<file path="src/rtl/fetch_unit.sv">
// Fetch front end: PC, one-outstanding imem requests, valid/ready to decode.
// Define FETCH_PERF_EN to add the perf_fetched/perf_squashed counters.
module fetch_unit #(
  parameter logic [31:0] RESET_PC  = 32'h0000_0000,
  parameter logic [31:0] NOP_INSTR = 32'h0000_0013
) (
  input  logic        clk,
  input  logic        rst_n,
  output logic        imem_req_valid,
  input  logic        imem_req_ready,
  output logic [31:0] imem_addr,
  input  logic        imem_rsp_valid,
  input  logic [31:0] imem_rsp_data,
  output logic        instr_valid,
  input  logic        instr_ready,
  output logic [31:0] instr,
  output logic [31:0] instr_pc,
`ifdef FETCH_PERF_EN
  output logic [31:0] perf_fetched,
  output logic [31:0] perf_squashed,
`endif
  input  logic        redirect_valid,
  input  logic [31:0] redirect_pc
);

  typedef enum logic [1:0] {
    S_IDLE,
    S_REQ,
    S_WAIT,
    S_HOLD
  } state_t;

  state_t      state;
  logic [31:0] pc;
  logic [31:0] req_pc;
  logic        drop;

  logic [31:0] redir_pc;
  logic        req_fire;
  logic        rsp_fire;

  assign redir_pc = redirect_pc & ~32'h3;
  assign req_fire = imem_req_valid && imem_req_ready;
  assign rsp_fire = (state == S_WAIT) && imem_rsp_valid;

  // Fetch FSM; a redirect overrides every other event in its cycle.
  always_ff @(posedge clk or negedge rst_n) begin
    if (!rst_n) begin
      state          <= S_IDLE;
      pc             <= RESET_PC;
      req_pc         <= RESET_PC;
      drop           <= 1'b0;
      imem_req_valid <= 1'b0;
      imem_addr      <= RESET_PC;
      instr_valid    <= 1'b0;
      instr          <= NOP_INSTR;
      instr_pc       <= 32'h0;
    end else if (redirect_valid) begin
      pc          <= redir_pc;
      instr_valid <= 1'b0;
      instr       <= NOP_INSTR;
      unique case (state)
        S_IDLE, S_HOLD: begin
          state          <= S_REQ;
          imem_req_valid <= 1'b1;
          imem_addr      <= redir_pc;
        end
        S_REQ: begin
          if (req_fire) begin
            state          <= S_WAIT;
            imem_req_valid <= 1'b0;
            drop           <= 1'b1;
          end else begin
            imem_addr <= redir_pc;
          end
        end
        S_WAIT: begin
          if (rsp_fire) begin
            state          <= S_REQ;
            drop           <= 1'b0;
            imem_req_valid <= 1'b1;
            imem_addr      <= redir_pc;
          end else begin
            drop <= 1'b1;
          end
        end
      endcase
    end else begin
      unique case (state)
        S_IDLE: begin
          state          <= S_REQ;
          imem_req_valid <= 1'b1;
          imem_addr      <= pc;
        end
        S_REQ: begin
          if (req_fire) begin
            state          <= S_WAIT;
            req_pc         <= pc;
            imem_req_valid <= 1'b0;
          end
        end
        S_WAIT: begin
          if (rsp_fire) begin
            if (drop) begin
              state          <= S_REQ;
              drop           <= 1'b0;
              imem_req_valid <= 1'b1;
              imem_addr      <= pc;
            end else begin
              state       <= S_HOLD;
              instr       <= imem_rsp_data;
              instr_pc    <= req_pc;
              instr_valid <= 1'b1;
              pc          <= req_pc + 32'd4;
            end
          end
        end
        S_HOLD: begin
          if (instr_ready) begin
            state          <= S_REQ;
            instr_valid    <= 1'b0;
            instr          <= NOP_INSTR;
            imem_req_valid <= 1'b1;
            imem_addr      <= pc;
          end
        end
      endcase
    end
  end

`ifdef FETCH_PERF_EN
  logic fetched_ev;
  logic squash_ev;

  assign fetched_ev = instr_valid && instr_ready && !redirect_valid;
  assign squash_ev  = rsp_fire && (drop || redirect_valid);

  // Count delivered instructions and discarded responses.
  always_ff @(posedge clk or negedge rst_n) begin
    if (!rst_n) begin
      perf_fetched  <= 32'h0;
      perf_squashed <= 32'h0;
    end else begin
      if (fetched_ev) perf_fetched <= perf_fetched + 32'd1;
      if (squash_ev) perf_squashed <= perf_squashed + 32'd1;
    end
  end
`endif

endmodule
</file>
<file path="config.mk">
export PLATFORM = sky130hd
export DESIGN_NAME = fetch_unit
export DESIGN_NICKNAME = d
export VERILOG_FILES = /design/src/rtl/fetch_unit.sv
export SDC_FILE = /design/constraint.sdc
export NUM_CORES = 1
export LEC_CHECK = 0
export ABC_CLOCK_PERIOD_IN_PS = 4350
export CAP_MARGIN = 20
export CORE_ASPECT_RATIO = 0.75
export CORE_MARGIN = 2
export CORE_UTILIZATION = 25
export DETAILED_ROUTE_END_ITERATION = 6
export HOLD_SLACK_MARGIN = 0.02
export PLACE_DENSITY = 0.57
export SLEW_MARGIN = 20
export SYNTH_ARGS = -nofsm -noshare
export SYNTH_HDL_FRONTEND = slang
export SYNTH_SLANG_ARGS = --single-unit
</file>
<file path="constraint.sdc">
create_clock -name clk -period 4.35 [get_ports clk]
set_input_delay 0.6525 -clock clk [delete_from_list [all_inputs] [get_ports clk]]
set_output_delay 0.6525 -clock clk [all_outputs]
set_load 0.01 [all_outputs]
</file>
Word-level counts from Yosys, hierarchy flattened
Index checks and enable logic that the tools add are counted.

Register bits after elaboration: 165. Logic and storage cells: 84.

Add/subtract/negate cells: 1. Equality and inequality tests: 11. Mux-type cells: 44. Bitwise logic cells: 2. Reductions and logical operators: 17.

Operator list (count): $mux W32 (14); $pmux W32 S3 (2); $pmux W32 S2 (1); $add A32 B3 Y32 const B (1); $ne A3 B3 Y1 const B (6); $mux W1 (15); $mux W2 (6); $reduce_and A4 Y1 (3); $reduce_and A3 Y1 (3); $pmux W2 S4 (1); $pmux W2 S3 (1); $reduce_bool A2 Y1 (3); $reduce_and A5 Y1 (1); $eq A2 B2 Y1 const B (2); $ne A2 B2 Y1 const B (2); $pmux W1 S2 (2); $pmux W1 S4 (1); $reduce_bool A4 Y1 (1); $pmux W1 S3 (1); $reduce_bool A3 Y1 (1); $eq A2 B1 Y1 const B (1); $logic_and A1 B1 Y1 (2); $logic_not A2 Y1 (1); $not A1 Y1 (2); other kinds (2) (2).

Depth between registers and ports, before layout
Gate-level depths: netlist of run 1.

Depth after elaboration: 5. Mapped depth: 9. Mapped depth without buffers: 7.

Worst setup path before layout of run 1
No wires, ideal clock.

Kind: in2reg. Start point: input redirect_valid. End point: register instr_pc[0]. Setup time: 0.125 ns. Data arrival time: 1.985 ns. Data required time: 4.225 ns. Setup slack: 2.240 ns. Cell stages on the path: 4. Path through: buf_1 nor3_1 clkbuf_1 mux2_2.

Word-level cells in the longest chain between the ends: 2.

RTL lines: start: declaration (line 22) `input logic redirect_valid,`; $not A1 Y1 (no source line); $reduce_and A4 Y1 (no source line); end signal: assignment (line 112) `instr_pc <= req_pc;`; end: declaration (line 17) `output logic [31:0] instr_pc,`.

Every way passes these cells. A chain may end at the register's enable or synchronous reset.

Worst setup path in the final report of run 1
Start point: register state[0]. End point: register instr[31].

Word-level cells in the longest chain between the ends: 4.

RTL lines: start: declaration (line 33) `state_t state;`; start signal: assignment (line 49) `state <= S_IDLE;`; start signal: assignment (line 64) `state <= S_REQ;`; start signal: assignment (line 70) `state <= S_WAIT;`; $eq A2 B2 Y1 (line 44, 89); $logic_and A1 B1 Y1 (line 44) `assign rsp_fire = (state == S_WAIT) && imem_rsp_valid;`; $ne A3 B3 Y1 (no source line); $reduce_and A4 Y1 (no source line); end signal: assignment (line 111) `instr <= imem_rsp_data;`; end: declaration (line 16) `output logic [31:0] instr,`.

Several ways; a longest one is shown, not always the timed one.

==> impl_metrics.xml, run 1 <==
<?xml version="1.0" encoding="UTF-8"?>
<metrics>
  <group name="run_status">
    <metric name="status" unit="">finished, final reports clean</metric>
  </group>
  <group name="global_routing">
    <metric name="grt_max_degree" unit="">99</metric>
    <metric name="grt-ovfl-total" unit="">0</metric>
    <metric name="grt_pass1_vias" unit="">5511</metric>
    <metric name="global_route_wire_length_before_repair" unit="um">32500</metric>
    <metric name="antenna_found_initial" unit="">1</metric>
    <metric name="grt_util_all_layers" unit="%">13.6</metric>
  </group>
  <group name="synthesis">
    <metric name="post_synth_and_or_nand_nor_area_fraction" unit="%">10.7</metric>
    <metric name="synth-compound-area-share" unit="%">12.2</metric>
    <metric name="synth_seq_area_share" unit="%">56.1</metric>
    <metric name="post-synth-top-area-cell" unit="">dfrtp_1</metric>
    <metric name="yosysUniqueCellTypes" unit="">50</metric>
    <metric name="syn_inst" unit="">635</metric>
    <metric name="synthesis.area" unit="um^2">7360</metric>
    <metric name="synth_most_common_cell" unit="">dfrtp_1</metric>
    <metric name="yosys.area_share.adder" unit="%">0.850</metric>
    <metric name="synth_async_sr_flop_share" unit="%">100</metric>
    <metric name="yosys-mux-area-fraction" unit="%">14.1</metric>
    <metric name="postSynth.topFlopCell" unit="">dfrtp_1</metric>
    <metric name="synth_enable_flop_cells" unit="">0</metric>
    <metric name="synth_register_bits" unit="">165</metric>
    <metric name="netlist_top_cells_area" unit="">dfrtp_1 55%, mux2_2 9.6%, mux2i_1 4.4%, o21ai_0 3.9%, a22o_1 3.6%</metric>
    <metric name="synth_area_per_cell" unit="um^2">11.6</metric>
    <metric name="synth_xor_xnor_area_share" unit="%">2.62</metric>
    <metric name="synth_warnings" unit="">0</metric>
    <metric name="largest_family_of_logic_cells_by_synthesized_area" unit="">multiplexers</metric>
    <metric name="synth_top_cell_area_share" unit="%">55.1</metric>
    <metric name="synth_top_cells_by_count" unit="">162 x dfrtp_1, 63 x mux2_2, 59 x nand2_1</metric>
    <metric name="synth_nets" unit="">710</metric>
  </group>
  <group name="routing">
    <metric name="drt_iter0_drc" unit="">253</metric>
    <metric name="avgViaCountPerCell" unit="">4.50</metric>
    <metric name="drt-total-wl" unit="um">20300</metric>
    <metric name="vias" unit="">5387</metric>
    <metric name="remaining_drc_errors" unit="">0</metric>
    <metric name="antenna_violating_nets_post_route" unit="">0</metric>
    <metric name="routedWlPerCell" unit="um">17.0</metric>
    <metric name="detailedRoute.firstPassIterationCount" unit="">6</metric>
  </group>
  <group name="die">
    <metric name="starting_density_of_the_core" unit="%">25.3</metric>
    <metric name="core_area" unit="um^2">29100</metric>
    <metric name="rows" unit="">54</metric>
    <metric name="fp.dieH" unit="um">153</metric>
    <metric name="io_pins" unit="">168</metric>
    <metric name="die_width" unit="um">202</metric>
    <metric name="die_area" unit="um^2">30800</metric>
  </group>
  <group name="setup_path">
    <metric name="worst_ep_required_time" unit="ns">4.72</metric>
    <metric name="cp_max_fo" unit="">30</metric>
    <metric name="start_kind" unit="">flop</metric>
    <metric name="setup.worst_path.class" unit="">flop to flop</metric>
    <metric name="endpoint_kind" unit="">flop</metric>
    <metric name="critPathArrivalTime" unit="ns">2.89</metric>
  </group>
  <group name="power_and_ir_drop">
    <metric name="cellInternalPower" unit="mW">3.58</metric>
    <metric name="power_switching_share" unit="%">32.8</metric>
    <metric name="worst_ir_drop_vdd" unit="mV">0.266</metric>
    <metric name="seqPwrFrac" unit="%">42.7</metric>
    <metric name="comb_power_share" unit="%">26.7</metric>
    <metric name="p_leak" unit="nW">4.29</metric>
    <metric name="share_clk_of_total_power" unit="%">30.6</metric>
    <metric name="switching_power" unit="mW">1.75</metric>
    <metric name="power-per-cell-area" unit="nW/um^2">530</metric>
  </group>
  <group name="cells_and_area">
    <metric name="finish.net_count" unit="">866</metric>
    <metric name="nFillCells" unit="">2937</metric>
    <metric name="final_layout_size_suffix_gt1_share" unit="%">15.7</metric>
    <metric name="area_delta_synth_final" unit="%">36.5</metric>
  </group>
  <group name="cts">
    <metric name="ctsLongestPathBuffers" unit="">2</metric>
    <metric name="hold_buffers" unit="">0</metric>
    <metric name="cts_repair_resize_count" unit="">0</metric>
    <metric name="htree_num_levels" unit="">4</metric>
    <metric name="cts.sinks" unit="">165</metric>
    <metric name="cts.repair_timing.setup_buffer_count" unit="">0</metric>
    <metric name="path_clk_slew" unit="ns">0.07</metric>
    <metric name="root_buffer" unit="">clkbuf_16</metric>
    <metric name="tritoncts.num_buffers" unit="">17</metric>
    <metric name="tritoncts" unit="">done</metric>
    <metric name="clock_insertion_delay_worst_skew" unit="ns">0.44</metric>
  </group>
  <group name="flow_run">
    <metric name="max_cap_violations" unit="">0</metric>
  </group>
  <group name="sta">
    <metric name="maxSlewViolCount" unit="">0</metric>
    <metric name="setup_viol" unit="">0</metric>
    <metric name="finalCriticalPeriod" unit="ns">2.53</metric>
    <metric name="final_hold_viol_count" unit="">0</metric>
    <metric name="rsz_0062_raised_after_global_routing" unit="">false</metric>
    <metric name="setup_ws" unit="ns">1.82</metric>
    <metric name="setup_tns" unit="ns">0</metric>
    <metric name="finalCritPeriodShare" unit="%">58.1</metric>
    <metric name="timing_worst_slew_pin_value" unit="ns">1.02</metric>
    <metric name="clock_skew" unit="ns">0.0160</metric>
    <metric name="fmaxAchievable" unit="GHz">0.395</metric>
    <metric name="relSlewSlack" unit="%">32.0</metric>
  </group>
  <group name="placed_design">
    <metric name="globalplace.congestion" unit="">0.725</metric>
    <metric name="placement.io_buffers" unit="">165</metric>
    <metric name="detailedPlace.worstSlack" unit="ns">1.49</metric>
    <metric name="place.detailed.hpwl" unit="um">13900</metric>
  </group>
  <group name="min_path">
    <metric name="worst_hold_path_type" unit="">input port to asynchronous set/reset pin</metric>
  </group>
</metrics>
[final timing paths]
path,cells after the start,endpoint,startpoint,slack (ns)
worst max-delay path,8,instr[31],state[0],1.82
worst min-delay path,1,imem_addr[29],rst_n,0.34
worst max register to register,8,instr[31],state[0],1.82
worst min register to register,2,imem_addr[30],imem_addr[30],0.48
max in group asynchronous,2,instr[24],rst_n,3.08
min in group clk,2,imem_addr[30],imem_addr[30],0.48
[worst max-delay path: stages (launching register included)]
cell and delay (ns):
dfrtp_1 0.41, inv_1 0.11, ha_1 0.33, nand4b_1 0.18, buf_4 0.25, or2_2 0.50, nor2_2 0.14, buf_4 0.33
a22o_1 0.19
[power by group through the flow]
stage	Clock (mW)	Combinational, mW	Sequential (mW)
finish	1.63	1.42	2.27
global route	1.74	1.58	2.33
CTS	1.70	1.45	2.27
detailed placement	0	1.44	2.30
global placement	0	1.42	2.29
floorplan	0	0.721	2.25
[cells by family (layout without fill, tap and decap cells)]
family                     Yosys count  after routing
AOI/OAI and AO/OA                  139            139
xor gates and xnor gates            22             22
adders and majority gates            5              5
buffers and inverters               50            219
DFF                                165            165
muxes                               96             96
other                                0              1
and+or+nand+nor                    158            158
[registers in the layout, indices dropped and copies added, names as in the netlist]
register	count
pc	32
imem_addr	32
instr_pc	32
req_pc	32
drop	1
state	2
imem_req_valid	1
instr	32
instr_valid	1
[layout make-up]
type                            count  area, um^2  share of cell area, %
Inverter                           10        37.5                  0.373
Timing Repair Buffer              177        1750                   17.4
Sequential cell                   165        4130                   41.1
Multi-Input combinational cell    420        3010                   29.9
Clock buffer                       18         439                   4.37
Clock inverter                     14         186                   1.85
Tap cell                          392         490                   4.88
Antenna cell                        1        2.50                 0.0249
[per-stage QoR]
| stage | power (mW) | instance area [um^2] | instances | hold WS (ns) | utilization, % |
|---|---|---|---|---|---|
| after CTS | 5.42 | 10000 | 1196 | 0.372 | 34.6 |
| after floorplan | 2.97 | 7360 | 635 | 0.357 | - |
| after detailed placement | 3.74 | 9420 | 1164 | 0.472 | 32.4 |
| after global placement | 3.71 | 9420 | 1164 | 0.459 | 32.4 |
| after global routing | 5.66 | 10000 | 1196 | 0.403 | 34.6 |
| final | 5.32 | 10100 | 1197 | 0.342 | 34.6 |
[placed cells by master (no fill, tap or decap), types with 4 or more instances in the layout]
cell	n
o31ai_1	6
nand3_1	14
and3_1	5
nand2_1	59
nand4_1	8
xnor2_1	10
inv_6	6
o21ai_0	58
buf_4	12
a22oi_1	9
nor4_1	4
inv_1	10
dfrtp_1	162
nand2b_1	7
a22o_1	30
a21oi_1	18
mux2i_1	32
a21o_1	4
nor2_1	24
nor3_1	15
ha_1	5
mux2_2	63
xor2_1	12
clkdlybuf4s50_1	163
nor3b_1	6
clkbuf_16	17
[metal layers]
metal  track usage (%)  share of wire, %
met1              19.9                52
met2              19.5                42
met3              3.89               5.1
met4              3.68              0.80
met5                 0                 0
Note: power is estimated with default switching activity, not from simulation.
==> run 2: changes to the inputs <==
--- a/config.mk
+++ b/config.mk
@@ -5,7 +5,7 @@
 export SDC_FILE = /design/constraint.sdc
 export NUM_CORES = 1
 export LEC_CHECK = 0
-export ABC_CLOCK_PERIOD_IN_PS = 4350
+export ABC_CLOCK_PERIOD_IN_PS = 2700
 export CAP_MARGIN = 20
 export CORE_ASPECT_RATIO = 0.75
 export CORE_MARGIN = 2
==> constraint.sdc (replaced) <==
create_clock -name clk -period 2.7 [get_ports clk]
set_input_delay 0.405 -clock clk [delete_from_list [all_inputs] [get_ports clk]]
set_output_delay 0.405 -clock clk [all_outputs]
set_load 0.01 [all_outputs]
==> impl_metrics.xml, run 2 (synthesis gave the netlist of run 1 again) <==
<?xml version="1.0" encoding="UTF-8"?>
<metrics>
  <group name="cts">
    <metric name="ctsLongestPathBuffers" unit="">2</metric>
    <metric name="cts.sinks" unit="">165</metric>
    <metric name="tritoncts.num_buffers" unit="">17</metric>
    <metric name="tritoncts" unit="">done</metric>
    <metric name="clock_insertion_delay_worst_skew" unit="ns">0.43</metric>
    <metric name="cts_repair_resize_count" unit="">0</metric>
    <metric name="path_clk_slew" unit="ns">0.07</metric>
    <metric name="root_buffer" unit="">clkbuf_16</metric>
    <metric name="htree_num_levels" unit="">4</metric>
    <metric name="cts.repair_timing.setup_buffer_count" unit="">0</metric>
  </group>
  <group name="global_routing">
    <metric name="grt-ovfl-total" unit="">0</metric>
    <metric name="global_route_wire_length_before_repair" unit="um">32900</metric>
    <metric name="grt_max_degree" unit="">68</metric>
    <metric name="grt_pass1_vias" unit="">5551</metric>
    <metric name="busiest_metal_layer_after_global_routing" unit="">met1</metric>
    <metric name="globalRouteMet2Util" unit="%">19.8</metric>
    <metric name="globalRouteMet1Util" unit="%">20.2</metric>
    <metric name="grt_use_met3" unit="%">3.79</metric>
    <metric name="grt_util_all_layers" unit="%">13.8</metric>
    <metric name="antenna_found_initial" unit="">1</metric>
  </group>
  <group name="cells_and_area">
    <metric name="most_used_cells_in_the_layout_excluding_fill_and_tap_cells" unit="">163 x clkdlybuf4s50_1, 162 x dfrtp_1, 63 x mux2_2</metric>
    <metric name="footprint_of_the_multi_input_gates" unit="um^2">3010</metric>
    <metric name="area_delta_synth_final" unit="%">38.3</metric>
    <metric name="area.sequential" unit="um^2">4130</metric>
    <metric name="nFillCells" unit="">2892</metric>
    <metric name="final_layout_size_suffix_gt1_share" unit="%">16.3</metric>
    <metric name="layout_commonest_cell" unit="">clkdlybuf4s50_1</metric>
    <metric name="finish.net_count" unit="">876</metric>
  </group>
  <group name="routing">
    <metric name="avgViaCountPerCell" unit="">4.46</metric>
    <metric name="detailedRoute.firstPassIterationCount" unit="">4</metric>
    <metric name="remaining_drc_errors" unit="">0</metric>
    <metric name="drt_iter0_drc" unit="">284</metric>
    <metric name="routedWlPerCell" unit="um">17.1</metric>
    <metric name="vias" unit="">5386</metric>
    <metric name="antenna_violating_nets_post_route" unit="">0</metric>
    <metric name="drt-total-wl" unit="um">20600</metric>
  </group>
  <group name="setup_path">
    <metric name="critical_path.startpoint" unit="">state[0]</metric>
    <metric name="reg_to_reg_setup_timing_slack" unit="ns">0.47</metric>
    <metric name="worst_ep_required_time" unit="ns">3.06</metric>
    <metric name="critPathArrivalTime" unit="ns">2.59</metric>
    <metric name="regToRegStartpoint" unit="">state[0]</metric>
    <metric name="worstRegToRegCells" unit="">8</metric>
    <metric name="critical_path.reg2reg.endpoint" unit="">instr[23]</metric>
    <metric name="cp_max_fo" unit="">30</metric>
    <metric name="endpoint_kind" unit="">flop</metric>
    <metric name="start_kind" unit="">flop</metric>
    <metric name="setup.worst_path.class" unit="">flop to flop</metric>
  </group>
  <group name="placed_design">
    <metric name="globalplace.congestion" unit="">0.718</metric>
    <metric name="place.detailed.hpwl" unit="um">14400</metric>
    <metric name="placement.io_buffers" unit="">165</metric>
    <metric name="detailedPlace.worstSlack" unit="ns">0.412</metric>
  </group>
  <group name="sta">
    <metric name="finalCritPeriodShare" unit="%">82.7</metric>
    <metric name="clock_skew" unit="ns">0.0144</metric>
    <metric name="relSlewSlack" unit="%">49.5</metric>
    <metric name="setup_tns" unit="ns">0</metric>
    <metric name="maxSlewViolCount" unit="">0</metric>
    <metric name="timing_worst_slew_pin_value" unit="ns">0.750</metric>
    <metric name="finalCriticalPeriod" unit="ns">2.23</metric>
    <metric name="setup_ws" unit="ns">0.466</metric>
    <metric name="final_hold_viol_count" unit="">0</metric>
    <metric name="rsz_0062_raised_after_global_routing" unit="">false</metric>
    <metric name="setup_viol" unit="">0</metric>
    <metric name="fmaxAchievable" unit="GHz">0.448</metric>
  </group>
  <group name="die">
    <metric name="io_pins" unit="">168</metric>
    <metric name="die_area" unit="um^2">30800</metric>
    <metric name="die_width" unit="um">202</metric>
    <metric name="rows" unit="">54</metric>
    <metric name="fp.dieH" unit="um">153</metric>
    <metric name="starting_density_of_the_core" unit="%">25.3</metric>
    <metric name="core_area" unit="um^2">29100</metric>
  </group>
  <group name="power_and_ir_drop">
    <metric name="worst_ir_drop_vdd" unit="mV">0.415</metric>
    <metric name="power-per-cell-area" unit="nW/um^2">853</metric>
    <metric name="p_leak" unit="nW">4.34</metric>
  </group>
  <group name="run_status">
    <metric name="status" unit="">finished, final reports clean</metric>
  </group>
  <group name="min_path">
    <metric name="worst_hold_path_type" unit="">input port to asynchronous set/reset pin</metric>
  </group>
  <group name="flow_run">
    <metric name="max_cap_violations" unit="">0</metric>
  </group>
</metrics>
==> run 2: changes by cell type in the layout (fill, tap and decap cells not counted), sizes merged <==
cell | before | now
clkbuf | 18 | 20
inv | 18 | 12
bufinv | 3 | 4
dlygate4sd3 | 0 | 1
clkinvlp | 1 | 4
buf | 14 | 23
==> run 2: routing by layer <==
metal / part of all wire [%] / wire (um)
met5: 0 / 0
met4: 0.94 / 194
met3: 4.6 / 944
met2: 42 / 8720
met1: 52 / 10700
==> run 2: report_power, final <==
part,internal [mW],switching (mW),total (mW)
logic,1.29,1.12,2.41
registers,3.04,0.595,3.63
clock network,1.58,1.06,2.64
total,5.90,2.78,8.68
==> run 2: stage by stage <==
step | instance area [um^2] | total power [mW] | hold slack (ns) | utilization [%] | std cells
2_1_floorplan | 7360 | 4.79 | 0.109 | - | 635
3_3_place_gp | 9540 | 6.07 | 0.292 | 32.8 | 1173
3_5_place_dp | 9540 | 6.11 | 0.297 | 32.8 | 1173
4_1_cts | 10200 | 8.81 | 0.395 | 35.0 | 1206
5_1_grt | 10200 | 9.21 | 0.416 | 35.0 | 1206
6_report | 10200 | 8.68 | 0.412 | 35.0 | 1207
==> run 2: layout make-up <==
type / count / share of cell area [%]
Multi-Input combinational cell: 420 / 29.6
Clock inverter: 12 / 1.75
Tap cell: 392 / 4.82
Antenna cell: 1 / 0.0246
Clock buffer: 20 / 4.39
Sequential cell: 165 / 40.6
Timing Repair Buffer: 187 / 18.5
Inverter: 10 / 0.369
==> run 2: what timing repair did <==
| action | CTS | global route |
|---|---|---|
| hold buffers | 1 | 0 |
| endpoints found under the hold margin | 22 | 0 |
| setup endpoints to repair | 0 | 0 |
==> run 2: how the worst max path moves through the flow <==
stage	slack, ns	to	cells after the start
after detailed placement	0.41	instr[23]	7
after CTS	0.44	pc[28]	5
after global routing	0.22	pc[28]	5
after floorplan	0.71	instr[10]	8
final	0.47	instr[23]	8
after global placement	0.22	instr[25]	5
==> run 2: worst max-delay path, stage by stage (launching register included) <==
cell      delay, ns
dfrtp_1        0.40
inv_1          0.11
ha_1           0.33
nand4b_1       0.16
buf_4          0.24
or2_2          0.31
nor2_2         0.08
buf_4          0.32
a22o_1         0.19
==> run 3: changes to the inputs <==
--- a/config.mk
+++ b/config.mk
@@ -5,14 +5,14 @@
 export SDC_FILE = /design/constraint.sdc
 export NUM_CORES = 1
 export LEC_CHECK = 0
-export ABC_CLOCK_PERIOD_IN_PS = 2700
+export ABC_CLOCK_PERIOD_IN_PS = 2000
 export CAP_MARGIN = 20
 export CORE_ASPECT_RATIO = 0.75
 export CORE_MARGIN = 2
 export CORE_UTILIZATION = 25
 export DETAILED_ROUTE_END_ITERATION = 6
 export HOLD_SLACK_MARGIN = 0.02
-export PLACE_DENSITY = 0.57
+export PLACE_DENSITY = 0.58
 export SLEW_MARGIN = 20
 export SYNTH_ARGS = -nofsm -noshare
 export SYNTH_HDL_FRONTEND = slang
==> constraint.sdc (replaced) <==
create_clock -name clk -period 2 [get_ports clk]
set_input_delay 0.3 -clock clk [delete_from_list [all_inputs] [get_ports clk]]
set_output_delay 0.3 -clock clk [all_outputs]
set_load 0.01 [all_outputs]
==> impl_metrics.xml, run 3 (synthesis gave the netlist of run 1 again) <==
<?xml version="1.0" encoding="UTF-8"?>
<metrics>
  <group name="routing">
    <metric name="routedWlPerCell" unit="um">17.3</metric>
    <metric name="drt_iter0_drc" unit="">247</metric>
    <metric name="remaining_drc_errors" unit="">0</metric>
    <metric name="antenna_violating_nets_post_route" unit="">0</metric>
    <metric name="vias" unit="">5628</metric>
    <metric name="avgViaCountPerCell" unit="">4.54</metric>
    <metric name="detailedRoute.firstPassIterationCount" unit="">4</metric>
    <metric name="drt-total-wl" unit="um">21500</metric>
  </group>
  <group name="cts">
    <metric name="clock_insertion_delay_worst_skew" unit="ns">0.43</metric>
    <metric name="path_clk_slew" unit="ns">0.07</metric>
    <metric name="htree_num_levels" unit="">4</metric>
    <metric name="cts.sinks" unit="">165</metric>
    <metric name="tritoncts" unit="">done</metric>
    <metric name="ctsLongestPathBuffers" unit="">2</metric>
    <metric name="root_buffer" unit="">clkbuf_16</metric>
    <metric name="tritoncts.num_buffers" unit="">17</metric>
  </group>
  <group name="die">
    <metric name="die_width" unit="um">202</metric>
    <metric name="core_area" unit="um^2">29100</metric>
    <metric name="die_area" unit="um^2">30800</metric>
    <metric name="starting_density_of_the_core" unit="%">25.3</metric>
    <metric name="fp.dieH" unit="um">153</metric>
    <metric name="rows" unit="">54</metric>
    <metric name="io_pins" unit="">168</metric>
  </group>
  <group name="cells_and_area">
    <metric name="final_layout_size_suffix_gt1_share" unit="%">20.7</metric>
    <metric name="finalNonFillerCells" unit="">1240</metric>
    <metric name="area.sequential" unit="um^2">4130</metric>
    <metric name="share_of_the_core_filled_with_cells_in_the_final_layout" unit="%">36.2</metric>
    <metric name="area_delta_synth_final" unit="%">43.1</metric>
    <metric name="footprint_of_the_multi_input_gates" unit="um^2">3040</metric>
    <metric name="postLayoutCellArea" unit="um^2">10500</metric>
    <metric name="most_used_cells_in_the_layout_excluding_fill_and_tap_cells" unit="">163 x clkdlybuf4s50_1, 161 x dfrtp_1, 63 x mux2_2</metric>
    <metric name="finish.net_count" unit="">909</metric>
    <metric name="nFillCells" unit="">2891</metric>
    <metric name="layout_commonest_cell" unit="">clkdlybuf4s50_1</metric>
  </group>
  <group name="sta">
    <metric name="setup_tns" unit="ns">0</metric>
    <metric name="fmaxAchievable" unit="GHz">0.524</metric>
    <metric name="setup_ws" unit="ns">0.0901</metric>
    <metric name="maxSlewViolCount" unit="">0</metric>
    <metric name="final.hold.worst_slack" unit="ns">0.295</metric>
    <metric name="finalCritPeriodShare" unit="%">95.5</metric>
    <metric name="relSlewSlack" unit="%">64.4</metric>
    <metric name="clock_skew" unit="ns">0.0149</metric>
    <metric name="setup_viol" unit="">0</metric>
    <metric name="finalCriticalPeriod" unit="ns">1.91</metric>
    <metric name="rsz_0062_raised_after_global_routing" unit="">false</metric>
    <metric name="final_hold_viol_count" unit="">0</metric>
    <metric name="timing_worst_slew_pin_value" unit="ns">0.533</metric>
  </group>
  <group name="setup_path">
    <metric name="setup.worst_path.class" unit="">flop to flop</metric>
    <metric name="critPathArrivalTime" unit="ns">2.20</metric>
    <metric name="cp_max_fo" unit="">6</metric>
    <metric name="critical_path.reg2reg.endpoint" unit="">pc[27]</metric>
    <metric name="worst_ep_required_time" unit="ns">2.29</metric>
    <metric name="reg_to_reg_setup_timing_slack" unit="ns">0.09</metric>
    <metric name="start_kind" unit="">flop</metric>
    <metric name="worstRegToRegCells" unit="">5</metric>
    <metric name="endpoint_kind" unit="">flop</metric>
    <metric name="regToRegStartpoint" unit="">req_pc[14]</metric>
  </group>
  <group name="placed_design">
    <metric name="detailed_place.area" unit="um^2">9750</metric>
    <metric name="detailedPlace.worstSlack" unit="ns">-0.169</metric>
    <metric name="placement.io_buffers" unit="">165</metric>
    <metric name="place.detailed.hpwl" unit="um">14700</metric>
    <metric name="placed_cells" unit="">1197</metric>
    <metric name="globalplace.congestion" unit="">0.749</metric>
  </group>
  <group name="global_routing">
    <metric name="grt_util_all_layers" unit="%">13.7</metric>
    <metric name="grt-ovfl-total" unit="">0</metric>
    <metric name="antenna_found_initial" unit="">1</metric>
    <metric name="grt_max_degree" unit="">60</metric>
    <metric name="grt_pass1_vias" unit="">5676</metric>
    <metric name="global_route_wire_length_before_repair" unit="um">32800</metric>
  </group>
  <group name="power_and_ir_drop">
    <metric name="worst_ir_drop_vdd" unit="mV">0.628</metric>
    <metric name="p_leak" unit="nW">4.52</metric>
    <metric name="power-per-cell-area" unit="nW/um^2">1150</metric>
    <metric name="post-layout-total-power" unit="mW">12.1</metric>
  </group>
  <group name="min_path">
    <metric name="worst_hold_startpoint" unit="">redirect_valid</metric>
    <metric name="hold_path_depth" unit="">3</metric>
    <metric name="hold-path-endpoint" unit="">instr[4]</metric>
    <metric name="worst_hold_path_type" unit="">input port to flop</metric>
  </group>
  <group name="run_status">
    <metric name="status" unit="">finished, final reports clean</metric>
  </group>
  <group name="flow_run">
    <metric name="max_cap_violations" unit="">0</metric>
  </group>
</metrics>
run 3: cell count changes in the layout (fill, tap and decap cells not counted), moves of 3 or more:
cell       delta
buf_4        +21
buf_12        +6
clkinv_4      +6
bufinv_16     -4
buf_6         +3
clkbuf_16     +3
nor2_2        +3
run 3: worst max-delay path by stage:
stage               startpoint         to  slack (ns)  cells past startpoint
floorplan             state[0]  instr[10]        0.01                      8
global placement      state[0]  instr[29]       -0.03                      7
detailed placement    state[0]  instr[24]       -0.17                      7
CTS                   state[0]     pc[23]        0.05                      7
global route        req_pc[14]     pc[31]        0.01                      5
finish              req_pc[14]     pc[27]        0.09                      5
run 3: layer usage:
metal | GRT usage, % | up-vias | share of wire [%]
li1 | - | 2683 | -
met1 | 20.0 | 2806 | 50
met5 | 0 | - | 0
met2 | 20.0 | 126 | 44
met3 | 3.91 | 13 | 5.1
met4 | 2.71 | 0 | 0.81
run 3: where the power goes:
part / internal, mW / leakage (nW) / switching (mW)
Clock: 1.66 / 0.270 / 1.49
Combinational: 2.24 / 2.13 / 1.88
Sequential: 4.10 / 2.12 / 0.684
Total: 8.00 / 4.52 / 4.06
run 3: critical path: stages, from the launching register on:
cell,delay (ns)
dfrtp_1,0.46
nand4_4,0.13
or4_4,0.63
o31a_2,0.30
nor3_1,0.17
o31ai_1,0.10
run 3: final cells by class:
type / instances / share of cell area [%]
clock inverter: 14 / 1.13
tap: 392 / 4.66
timing repair buffer: 220 / 21.5
inverter: 10 / 0.356
antenna: 1 / 0.0238
clock buffer: 18 / 4.17
multi-input combinational: 420 / 28.9
sequential: 165 / 39.3
run 3: what timing repair did:
| item | in CTS | in global routing |
|---|---|---|
| endpoints found under the hold margin | 24 | 0 |
| setup buffers | 0 | 5 |
| gates resized for setup | 3 | 12 |
| endpoints found under the setup margin | 24 | 105 |
| pin swaps | 0 | 3 |
| hold buffers | 1 | 0 |
| gates cloned | 0 | 4 |
